File: src/rtl/per2apb_pkg.sv
// Shared types and constants for the peripheral-interconnect to APB3 bridge.
package per2apb_pkg;

    // Bridge FSM: idle/grant, APB SETUP, APB ACCESS, one-cycle response.
    typedef enum logic [1:0] {
        IDLE   = 2'd0,
        SETUP  = 2'd1,
        ACCESS = 2'd2,
        RESP   = 2'd3
    } state_e;

    // Response opcode seen by the interconnect.
    localparam logic OPC_OK  = 1'b0;
    localparam logic OPC_ERR = 1'b1;

    // APB3 has no write strobes, so only full-word writes can be forwarded.
    localparam logic [3:0] FULL_BE = 4'hF;

    // ACCESS-phase cycle limit used when the instantiator does not override it.
    localparam int DEFAULT_TIMEOUT_CYCLES = 256;

endpackage

File: src/rtl/per2apb_bridge.sv
// Peripheral-interconnect slave to APB3 master bridge. One request is accepted
// at a time; it is turned into an APB SETUP/ACCESS transfer and answered with a
// single-cycle r_valid response carrying read data, error status and the ID.
module per2apb_bridge
    import per2apb_pkg::*;
#(
    parameter int PER_ADDR_WIDTH = 32,
    parameter int APB_ADDR_WIDTH = 32,
    parameter int ID_WIDTH       = 5,
    parameter int TIMEOUT_CYCLES = DEFAULT_TIMEOUT_CYCLES
) (
    input  logic                      clk_i,
    input  logic                      rst_i,

    input  logic                      per_slave_req_i,
    input  logic [PER_ADDR_WIDTH-1:0] per_slave_add_i,
    input  logic                      per_slave_we_i,
    input  logic [31:0]               per_slave_wdata_i,
    input  logic [3:0]                per_slave_be_i,
    input  logic [ID_WIDTH-1:0]       per_slave_id_i,
    output logic                      per_slave_gnt_o,
    output logic                      per_slave_r_valid_o,
    output logic                      per_slave_r_opc_o,
    output logic [ID_WIDTH-1:0]       per_slave_r_id_o,
    output logic [31:0]               per_slave_r_rdata_o,

    output logic [APB_ADDR_WIDTH-1:0] PADDR,
    output logic [31:0]               PWDATA,
    output logic                      PWRITE,
    output logic                      PSEL,
    output logic                      PENABLE,
    input  logic [31:0]               PRDATA,
    input  logic                      PREADY,
    input  logic                      PSLVERR
);

    // Counter must be able to hold the limit itself; keep at least one bit.
    localparam int CNT_WIDTH = (TIMEOUT_CYCLES > 0) ? $clog2(TIMEOUT_CYCLES + 1) : 1;
    localparam bit TIMEOUT_EN = (TIMEOUT_CYCLES != 0);
    // Abort is decided in the cycle whose increment would reach the limit.
    localparam int LIMIT_M1 = (TIMEOUT_CYCLES > 0) ? (TIMEOUT_CYCLES - 1) : 0;
    localparam logic [CNT_WIDTH-1:0] CNT_LIMIT_M1 = CNT_WIDTH'(LIMIT_M1);
    localparam logic [CNT_WIDTH-1:0] CNT_ONE      = CNT_WIDTH'(1);

    state_e                    state_q, state_d;
    logic [CNT_WIDTH-1:0]      cnt_q, cnt_d;
    logic                      access_done, access_timeout;
    logic                      req_accept;

    // The APB address/data/direction registers double as the request latches.
    logic [APB_ADDR_WIDTH-1:0] paddr_q, paddr_d;
    logic [31:0]               pwdata_q, pwdata_d;
    logic                      pwrite_q, pwrite_d;
    logic                      psel_q, psel_d;
    logic                      penable_q, penable_d;
    logic [ID_WIDTH-1:0]       id_q, id_d;
    logic                      r_valid_q, r_valid_d;
    logic                      r_opc_q, r_opc_d;
    logic [ID_WIDTH-1:0]       r_id_q, r_id_d;
    logic [31:0]               r_rdata_q, r_rdata_d;

    logic [APB_ADDR_WIDTH-1:0] add_apb;
    logic                      unused_add;

    // Narrow the request address to PADDR, or zero-extend it when PADDR is wider.
    generate
        if (APB_ADDR_WIDTH <= PER_ADDR_WIDTH) begin : g_addr_trunc
            assign add_apb = per_slave_add_i[APB_ADDR_WIDTH-1:0];
        end else begin : g_addr_zext
            assign add_apb = {{(APB_ADDR_WIDTH - PER_ADDR_WIDTH){1'b0}}, per_slave_add_i};
        end
    endgenerate

    // Upper address bits beyond PADDR are intentionally dropped.
    assign unused_add = ^per_slave_add_i;

    assign req_accept = (state_q == IDLE) && per_slave_req_i;

    // State register.
    always_ff @(posedge clk_i) begin
        if (rst_i) begin
            state_q <= IDLE;
        end else begin
            state_q <= state_d;
        end
    end

    // Next-state logic; PREADY takes priority over the timeout abort.
    always_comb begin
        state_d        = state_q;
        access_done    = 1'b0;
        access_timeout = 1'b0;
        case (state_q)
            IDLE: begin
                if (per_slave_req_i) begin
                    if (per_slave_we_i && (per_slave_be_i != FULL_BE)) begin
                        state_d = RESP;
                    end else begin
                        state_d = SETUP;
                    end
                end
            end
            SETUP: begin
                state_d = ACCESS;
            end
            ACCESS: begin
                if (PREADY) begin
                    access_done = 1'b1;
                    state_d     = RESP;
                end else if (TIMEOUT_EN && (cnt_q == CNT_LIMIT_M1)) begin
                    access_timeout = 1'b1;
                    state_d        = RESP;
                end
            end
            RESP: begin
                state_d = IDLE;
            end
            default: begin
                state_d = IDLE;
            end
        endcase
    end

    // Output/datapath logic: registered outputs are computed from the next state
    // so PSEL/PENABLE/r_valid line up with the SETUP/ACCESS/RESP cycles.
    always_comb begin
        per_slave_gnt_o = req_accept && !rst_i;
        paddr_d   = paddr_q;
        pwdata_d  = pwdata_q;
        pwrite_d  = pwrite_q;
        id_d      = id_q;
        psel_d    = (state_d == SETUP) || (state_d == ACCESS);
        penable_d = (state_d == ACCESS);
        r_valid_d = (state_d == RESP);
        r_opc_d   = r_opc_q;
        r_id_d    = r_id_q;
        r_rdata_d = r_rdata_q;
        cnt_d     = cnt_q;

        case (state_q)
            IDLE: begin
                cnt_d = '0;
                if (req_accept) begin
                    paddr_d  = add_apb;
                    pwdata_d = per_slave_wdata_i;
                    pwrite_d = per_slave_we_i;
                    id_d     = per_slave_id_i;
                    // Partial-byte writes are refused without touching APB.
                    if (state_d == RESP) begin
                        r_opc_d   = OPC_ERR;
                        r_rdata_d = '0;
                        r_id_d    = per_slave_id_i;
                    end
                end
            end
            ACCESS: begin
                if (!PREADY) begin
                    cnt_d = cnt_q + CNT_ONE;
                end
                if (access_done) begin
                    r_opc_d   = PSLVERR;
                    r_rdata_d = pwrite_q ? 32'h0 : PRDATA;
                    r_id_d    = id_q;
                end else if (access_timeout) begin
                    r_opc_d   = OPC_ERR;
                    r_rdata_d = '0;
                    r_id_d    = id_q;
                end
            end
            RESP: begin
                cnt_d = '0;
            end
            default: begin
                cnt_d = cnt_q;
            end
        endcase
    end

    // Datapath and registered-output flops; reset clears everything so an
    // aborted transfer never produces a response.
    always_ff @(posedge clk_i) begin
        if (rst_i) begin
            cnt_q     <= '0;
            paddr_q   <= '0;
            pwdata_q  <= '0;
            pwrite_q  <= 1'b0;
            psel_q    <= 1'b0;
            penable_q <= 1'b0;
            id_q      <= '0;
            r_valid_q <= 1'b0;
            r_opc_q   <= OPC_OK;
            r_id_q    <= '0;
            r_rdata_q <= '0;
        end else begin
            cnt_q     <= cnt_d;
            paddr_q   <= paddr_d;
            pwdata_q  <= pwdata_d;
            pwrite_q  <= pwrite_d;
            psel_q    <= psel_d;
            penable_q <= penable_d;
            id_q      <= id_d;
            r_valid_q <= r_valid_d;
            r_opc_q   <= r_opc_d;
            r_id_q    <= r_id_d;
            r_rdata_q <= r_rdata_d;
        end
    end

    assign PADDR               = paddr_q;
    assign PWDATA              = pwdata_q;
    assign PWRITE              = pwrite_q;
    assign PSEL                = psel_q;
    assign PENABLE             = penable_q;
    assign per_slave_r_valid_o = r_valid_q;
    assign per_slave_r_opc_o   = r_opc_q;
    assign per_slave_r_id_o    = r_id_q;
    assign per_slave_r_rdata_o = r_rdata_q;

endmodule

File: config.mk
export PLATFORM = sky130hd
export DESIGN_NAME = per2apb_bridge
export DESIGN_NICKNAME = d
export VERILOG_FILES = /design/src/rtl/per2apb_pkg.sv /design/src/rtl/per2apb_bridge.sv
export SDC_FILE = /design/constraint.sdc
export NUM_CORES = 1
export LEC_CHECK = 0
export CAP_MARGIN = 15
export CORE_ASPECT_RATIO = 0.5
export CORE_MARGIN = 3
export CORE_UTILIZATION = 45
export DETAILED_ROUTE_END_ITERATION = 10
export MAX_ROUTING_LAYER = met4
export PLACE_DENSITY_LB_ADDON = 0.3
export SLEW_MARGIN = 20
export SYNTH_ARGS = -nofsm -noshare
export SYNTH_HDL_FRONTEND = slang
export SYNTH_SLANG_ARGS = --single-unit
File: constraint.sdc
create_clock -name clk_i -period 3.68 [get_ports clk_i]
set_input_delay 0.736 -clock clk_i [delete_from_list [all_inputs] [get_ports clk_i]]
set_output_delay 0.736 -clock clk_i [all_outputs]
set_load 0.01 [all_outputs]
== After elaboration in Yosys (flattened, before gate mapping) ==
Index checks and enable logic that the tools add are counted.
Word-level totals
  flip-flop bits (word level): 122
  output and inout bits: 107
  word-level logic and storage cells: 65
Operators by class
  add/subtract/negate cells: 1
  eq/ne operators: 12
  muxes and demuxes: 28
  reduce and logical (&&, ||, !) cells: 12
Operators by type and width (number)
  two-way mux 32 bit: 5
  case mux 32 bit (2 select lines): 1
  two-way mux 5 bit: 4
  case mux 9 bit (2 select lines): 1
  case mux 5 bit (2 select lines): 1
  adder 9 x 1 -> 9 bit, second input constant: 1
  == test 9 x 8 -> 1 bit, second input constant: 1
  two-way mux 1 bit: 9
  two-way mux 9 bit: 1
  == test 2 bit, second input constant: 4
  two-way mux 2 bit: 4
  case mux 2 bit (4 select lines): 1
  != test 2 bit, second input constant: 3
  == test 2 x 1 -> 1 bit, second input constant: 2
  != test 4 bit, second input constant: 1
  AND reduction 2 bit: 2
  AND reduction 4 bit: 1
  nonzero test 2 bit: 2
  logical AND 1 bit: 3
  != test 3 bit, second input constant: 1
  zero test 2 bit: 1
  case mux 1 bit (2 select lines): 1
  OR reduction 2 bit: 1
  zero test 1 bit: 1
  logical OR 1 bit: 1

== Depth between registers and ports, before layout ==
  depth after elaboration: 9
  depth in mapped cells: 13
  depth with buffers taken out: 11

== Worst setup path before layout ==
OpenSTA, ideal clock, no wires.
  path type: in2reg
  from: input port PREADY
  to: register r_rdata_q[11] (netlist: per_slave_r_rdata_o[11])
  setup time: 0.072 ns
  arrival: 2.287 ns
  path slack: 1.321 ns
  cell stages on the path: 10
  buffers on the path: 3
  cell sequence: clkbuf_2 o31ai_1 o21a_1 inv_1 ha_1 a21bo_2 o211ai_2 buf_6 buf_6 mux2i_1
On the way
  longest elaborated chain between the ends: 5
  elaborated cells between the ends (all ways): 12
RTL lines
  start: declaration: line per2apb_bridge.sv:33  | input logic PREADY,
  two-way mux 2 bit: line per2apb_bridge.sv:107  | if (PREADY) begin
  case mux 2 bit (4 select lines): line per2apb_bridge.sv:93  | case (state_q)
  named net state_d[0]: line per2apb_bridge.sv:45  | state_e state_q, state_d;
  == test 2 bit
  named net r_valid_d: line per2apb_bridge.sv:57  | logic r_valid_q, r_valid_d;
  != test 2 bit (no source line)
  AND reduction 4 bit (no source line)
  end signal: assignment: line per2apb_bridge.sv:205  | r_rdata_q <= r_rdata_d;
  end: declaration: line per2apb_bridge.sv:60  | logic [31:0] r_rdata_q, r_rdata_d;
The timed path passes the listed nets, and every way through them passes these cells.
A chain may end at the register's enable or synchronous reset.

== Worst setup path after layout ==
  from: input port per_slave_req_i
  to: output port per_slave_gnt_o
On the way
  longest elaborated chain between the ends: 2
RTL lines
  start: declaration: line per2apb_bridge.sv:15  | input logic per_slave_req_i,
  logical AND 1 bit: line per2apb_bridge.sv:77  | assign req_accept = (state_q == IDLE) && per_slave_req_i;
  logical AND 1 bit: line per2apb_bridge.sv:127  | per_slave_gnt_o = req_accept && !rst_i;
  end: declaration: line per2apb_bridge.sv:21  | output logic per_slave_gnt_o,
Every way passes these cells.

==> run_summary.xml <==
<?xml version="1.0" encoding="UTF-8"?>
<metrics>
  <group name="yosys">
    <metric name="ys_top_cells_by_count" unit="">212 x sky130_fd_sc_hd__nand2_1, 122 x sky130_fd_sc_hd__dfxtp_1, 78 x sky130_fd_sc_hd__a21oi_1, 37 x sky130_fd_sc_hd__mux2i_1, 28 x sky130_fd_sc_hd__clkbuf_1</metric>
    <metric name="yosys.area.top_type_share" unit="%">51.6</metric>
    <metric name="number_of_enable_flip_flop_cells_after_synthesis" unit="">0</metric>
    <metric name="syn-instance-count" unit="">566</metric>
    <metric name="post_synth_mux_area_share" unit="%">8.14</metric>
    <metric name="avgSynthCellArea" unit="µm²">8.36</metric>
    <metric name="post_synthesis_compound_gate_area_fraction" unit="%">11.8</metric>
    <metric name="post_synth_fa_ha_maj_area_fraction" unit="%">1.85</metric>
    <metric name="combinational_family_with_the_most_area_after_synthesis" unit="">simple AND/OR/NAND/NOR gates</metric>
    <metric name="synth.ff_latch_count" unit="">122</metric>
    <metric name="synthesis.area" unit="µm²">4730</metric>
    <metric name="yosys-top-cells-area" unit="">sky130_fd_sc_hd__dfxtp_1 52%, sky130_fd_sc_hd__nand2_1 17%, sky130_fd_sc_hd__a21oi_1 8.2%</metric>
    <metric name="post_synth_and_or_nand_nor_area_fraction" unit="%">21.5</metric>
    <metric name="synthDominantAreaCellType" unit="">sky130_fd_sc_hd__dfxtp_1</metric>
    <metric name="cell_variety_after_synth" unit="">36</metric>
    <metric name="post-synth-top-count-cell" unit="">sky130_fd_sc_hd__nand2_1</metric>
    <metric name="synth_seq_area_share" unit="%">51.6</metric>
    <metric name="post_synth_xor_xnor_area" unit="%">0</metric>
    <metric name="postSynth.asyncResetShare" unit="%">0</metric>
    <metric name="synth-main-ff-cell" unit="">sky130_fd_sc_hd__dfxtp_1</metric>
    <metric name="yosys_warnings" unit="">0</metric>
    <metric name="synth_fp_nets" unit="">684</metric>
  </group>
  <group name="critical_path">
    <metric name="path_common_cell" unit="">sky130_fd_sc_hd__clkdlybuf4s50_1</metric>
    <metric name="cpLargestDelayFamily" unit="">buffers and inverters</metric>
    <metric name="crit_path_cell_trace" unit="">clkdlybuf4s50_1 -&gt; nand2_2 -&gt; nor2_1 -&gt; clkdlybuf4s50_1</metric>
    <metric name="worstSetupEndpointType" unit="">output port</metric>
    <metric name="worst_ep_required_time" unit="ps">2940</metric>
    <metric name="critical_path.n_buffers_inverters" unit="">2</metric>
    <metric name="critPathArrivalTime" unit="ps">2150</metric>
    <metric name="startpoint_type_of_the_worst_setup_path" unit="">input pin</metric>
    <metric name="timing.setup.critical_path_class" unit="">in2out</metric>
    <metric name="slowest_delay" unit="ps">610</metric>
    <metric name="critical_path.slowest_cell" unit="">sky130_fd_sc_hd__clkdlybuf4s50_1</metric>
    <metric name="worst-path-max-fanout" unit="">6</metric>
  </group>
  <group name="cts">
    <metric name="clk-insertion-delay-late" unit="ps">400</metric>
    <metric name="clk_pin_slew_worst_paths" unit="ps">60</metric>
    <metric name="post_cts_repair_resize_count" unit="">0</metric>
    <metric name="post_cts.repair.setup_buffers" unit="">0</metric>
    <metric name="cts_inserted_buffers" unit="">17</metric>
    <metric name="max_root_sink_buffers" unit="">2</metric>
    <metric name="cts-htree-levels" unit="">4</metric>
    <metric name="clock-root-buffer" unit="">sky130_fd_sc_hd__clkbuf_16</metric>
    <metric name="tritoncts_clock_tree" unit="">done</metric>
    <metric name="clock_sink_count" unit="">122</metric>
    <metric name="cts-hold-fix-buffers" unit="">0</metric>
  </group>
  <group name="timing">
    <metric name="setup_viol" unit="">0</metric>
    <metric name="period_utilization" unit="%">78.3</metric>
    <metric name="finalClockSkew" unit="ps">7.27</metric>
    <metric name="rsz0062_at_grt" unit="">false</metric>
    <metric name="final_min_period" unit="ps">2880</metric>
    <metric name="achievable-frequency" unit="MHz">347</metric>
    <metric name="final_hold_vio_count" unit="">0</metric>
    <metric name="totalNegativeSetupSlack" unit="ps">0</metric>
    <metric name="timing.final.ws_setup" unit="ps">797</metric>
    <metric name="timing_max_transition_violations_final" unit="">0</metric>
    <metric name="max_slew.worst_pin.slew" unit="ps">815</metric>
    <metric name="timing.max_slew.rel_slack" unit="%">45.7</metric>
    <metric name="hold_slack" unit="ps">452</metric>
  </group>
  <group name="finish">
    <metric name="post_layout_nonfiller_instances" unit="">918</metric>
    <metric name="flow.area_growth_from_synthesis" unit="%">60.3</metric>
    <metric name="finalNetCount" unit="">888</metric>
    <metric name="seqCellArea" unit="µm²">2440</metric>
    <metric name="share_of_layout_cells_above_drive_strength_1" unit="%">6.00</metric>
    <metric name="multiInputGateArea" unit="µm²">2070</metric>
    <metric name="diodes" unit="">0</metric>
    <metric name="filler_cell_count" unit="">707</metric>
    <metric name="finalCoreUtilization" unit="%">77.2</metric>
    <metric name="final_area" unit="µm²">7590</metric>
  </group>
  <group name="power">
    <metric name="p_sw" unit="mW">1.31</metric>
    <metric name="intPower" unit="mW">3.19</metric>
    <metric name="comb_power_share" unit="%">27.8</metric>
    <metric name="cellPowerDensity" unit="nW/µm²">592</metric>
    <metric name="swShare" unit="%">29.1</metric>
    <metric name="pnr_total_power" unit="mW">4.49</metric>
    <metric name="share_seq_of_total_power" unit="%">34.7</metric>
    <metric name="pwr-share-clk" unit="%">37.6</metric>
    <metric name="power.leakage" unit="nW">2.88</metric>
    <metric name="power.ir.vdd_worst" unit="V">0.000410</metric>
  </group>
  <group name="floorplanning">
    <metric name="core_area" unit="µm²">9820</metric>
    <metric name="num_rows" unit="">25</metric>
    <metric name="io_pins" unit="">218</metric>
    <metric name="design.die.area" unit="µm²">11900</metric>
    <metric name="fp.dieW" unit="µm">151</metric>
    <metric name="die_outline_height" unit="µm">78.5</metric>
    <metric name="initial_core_util" unit="%">48.2</metric>
  </group>
  <group name="placement">
    <metric name="placedInstanceArea" unit="µm²">6980</metric>
    <metric name="post-place-ws" unit="ps">463</metric>
    <metric name="gp_congestion" unit="">0.794</metric>
    <metric name="dpl.hpwl" unit="µm">9630</metric>
    <metric name="placement.io_buffers" unit="">217</metric>
    <metric name="placedCellCount" unit="">886</metric>
  </group>
  <group name="run_status">
    <metric name="run_status" unit="">complete, no violations</metric>
  </group>
  <group name="route">
    <metric name="route.detailed.vias_per_inst" unit="">5.05</metric>
    <metric name="dr.first_iter.drc_count" unit="">212</metric>
    <metric name="drt_pass1_iterations" unit="">4</metric>
    <metric name="finalWirelength" unit="µm">13900</metric>
    <metric name="routedWlPerCell" unit="µm">15.2</metric>
    <metric name="dr_total_vias" unit="">4632</metric>
    <metric name="remaining_drc_errors" unit="">0</metric>
    <metric name="detail-route-antenna-nets" unit="">0</metric>
  </group>
  <group name="global_route">
    <metric name="grt_remaining_overflow" unit="">0</metric>
    <metric name="grt_use_total" unit="%">24.2</metric>
    <metric name="largest_net_degree_at_the_start_of_global_routing" unit="">81</metric>
    <metric name="antenna_found_initial" unit="">0</metric>
    <metric name="first_global_vias" unit="">4615</metric>
    <metric name="grt_first_pass_wirelength" unit="µm">22300</metric>
  </group>
  <group name="hold_path">
    <metric name="hold_path.class" unit="">reg2reg</metric>
  </group>
  <group name="run">
    <metric name="maxCapViolations" unit="">0</metric>
  </group>
</metrics>
kinds of logic (layout without fill, tap and decap cells):
logic type,count (synthesis),after routing
compound gates,99,99
flops,122,122
fa+ha+maj,7,7
simple gates,248,248
mux,38,38
buf+inv,52,269
worst register-to-register path, cell delays in order, from the launching register on:
cell and delay [ps]:
sky130_fd_sc_hd__dfxtp_1 330, sky130_fd_sc_hd__ha_1 240, sky130_fd_sc_hd__nand3_1 90, sky130_fd_sc_hd__nor2_1 50, sky130_fd_sc_hd__ha_1 210, sky130_fd_sc_hd__o31ai_1 210, sky130_fd_sc_hd__o21a_1 200, sky130_fd_sc_hd__inv_1 60
sky130_fd_sc_hd__ha_1 210, sky130_fd_sc_hd__a21bo_2 250, sky130_fd_sc_hd__o211ai_4 310, sky130_fd_sc_hd__buf_12 280, sky130_fd_sc_hd__mux2i_1 260
path summary, 6_finish.rpt:
kind / from / endpoint / slack [ps] / cells past startpoint
setup / recovery: per_slave_req_i / per_slave_gnt_o / 800 / 4
hold / removal: PWDATA[16] / PWDATA[16] / 450 / 2
setup reg to reg: cnt_q[0] / per_slave_r_rdata_o[1] / 890 / 12
hold reg to reg: PWDATA[16] / PWDATA[16] / 450 / 2
state kept, by name, indices dropped and copies added, names as in the netlist:
register / count
cnt_q: 9
PWDATA: 32
state_q: 2
PWRITE: 1
id_q: 5
PSEL: 1
per_slave_r_valid_o: 1
per_slave_r_opc_o: 1
per_slave_r_id_o: 5
PENABLE: 1
PADDR: 32
per_slave_r_rdata_o: 32
cells in the final DEF, fill, tap and decap left out, types with 2 or more instances in the layout:
cell                              netlist  layout
sky130_fd_sc_hd__ha_1                   7       7
sky130_fd_sc_hd__clkinv_2               0       4
sky130_fd_sc_hd__o21ai_0                3       3
sky130_fd_sc_hd__nand4_1                2       2
sky130_fd_sc_hd__nand2_1              212     211
sky130_fd_sc_hd__or4_1                  4       4
sky130_fd_sc_hd__buf_4                  1       6
sky130_fd_sc_hd__nand2b_1               6       6
sky130_fd_sc_hd__o31ai_1                5       5
sky130_fd_sc_hd__clkdlybuf4s50_1        0     216
sky130_fd_sc_hd__nand3_1                5       5
sky130_fd_sc_hd__nor2_1                 7       7
sky130_fd_sc_hd__clkbuf_16              0      17
sky130_fd_sc_hd__mux2i_1               37      37
sky130_fd_sc_hd__nor2b_1                2       2
sky130_fd_sc_hd__inv_1                 12      12
sky130_fd_sc_hd__dfxtp_1              122     122
sky130_fd_sc_hd__a221oi_1               6       6
sky130_fd_sc_hd__buf_12                 0       2
sky130_fd_sc_hd__clkinvlp_4             0       5
sky130_fd_sc_hd__bufinv_16              0       3
sky130_fd_sc_hd__a21oi_1               78      78
sky130_fd_sc_hd__clkbuf_8               0       2
metal layers:
| layer | share of wire (%) | up-vias | GRT usage, % |
|---|---|---|---|
| li1 | - | 2270 | - |
| met1 | 41 | 2176 | 26.6 |
| met2 | 49 | 157 | 41.2 |
| met3 | 7.4 | 29 | 7.61 |
| met4 | 2.1 | 0 | 9.86 |
| met5 | 0 | - | - |
power groups by stage:
stage | Clock (mW) | Sequential (mW) | Combinational (mW)
global route | 1.78 | 1.57 | 1.35
finish | 1.69 | 1.56 | 1.25
global placement | 0 | 1.57 | 1.22
floorplan | 0 | 1.64 | 0.653
CTS | 1.71 | 1.56 | 1.26
detailed placement | 0 | 1.58 | 1.24
final cells by class:
| cell class | instances | area share (%) |
|---|---|---|
| sequential | 122 | 32.2 |
| clock buffer | 20 | 6.02 |
| multi-input combinational | 392 | 27.3 |
| timing repair buffer | 225 | 29.7 |
| tap | 135 | 2.23 |
| clock inverter | 12 | 1.95 |
| inverter | 12 | 0.594 |
Power figures use the tool's default switching activity.
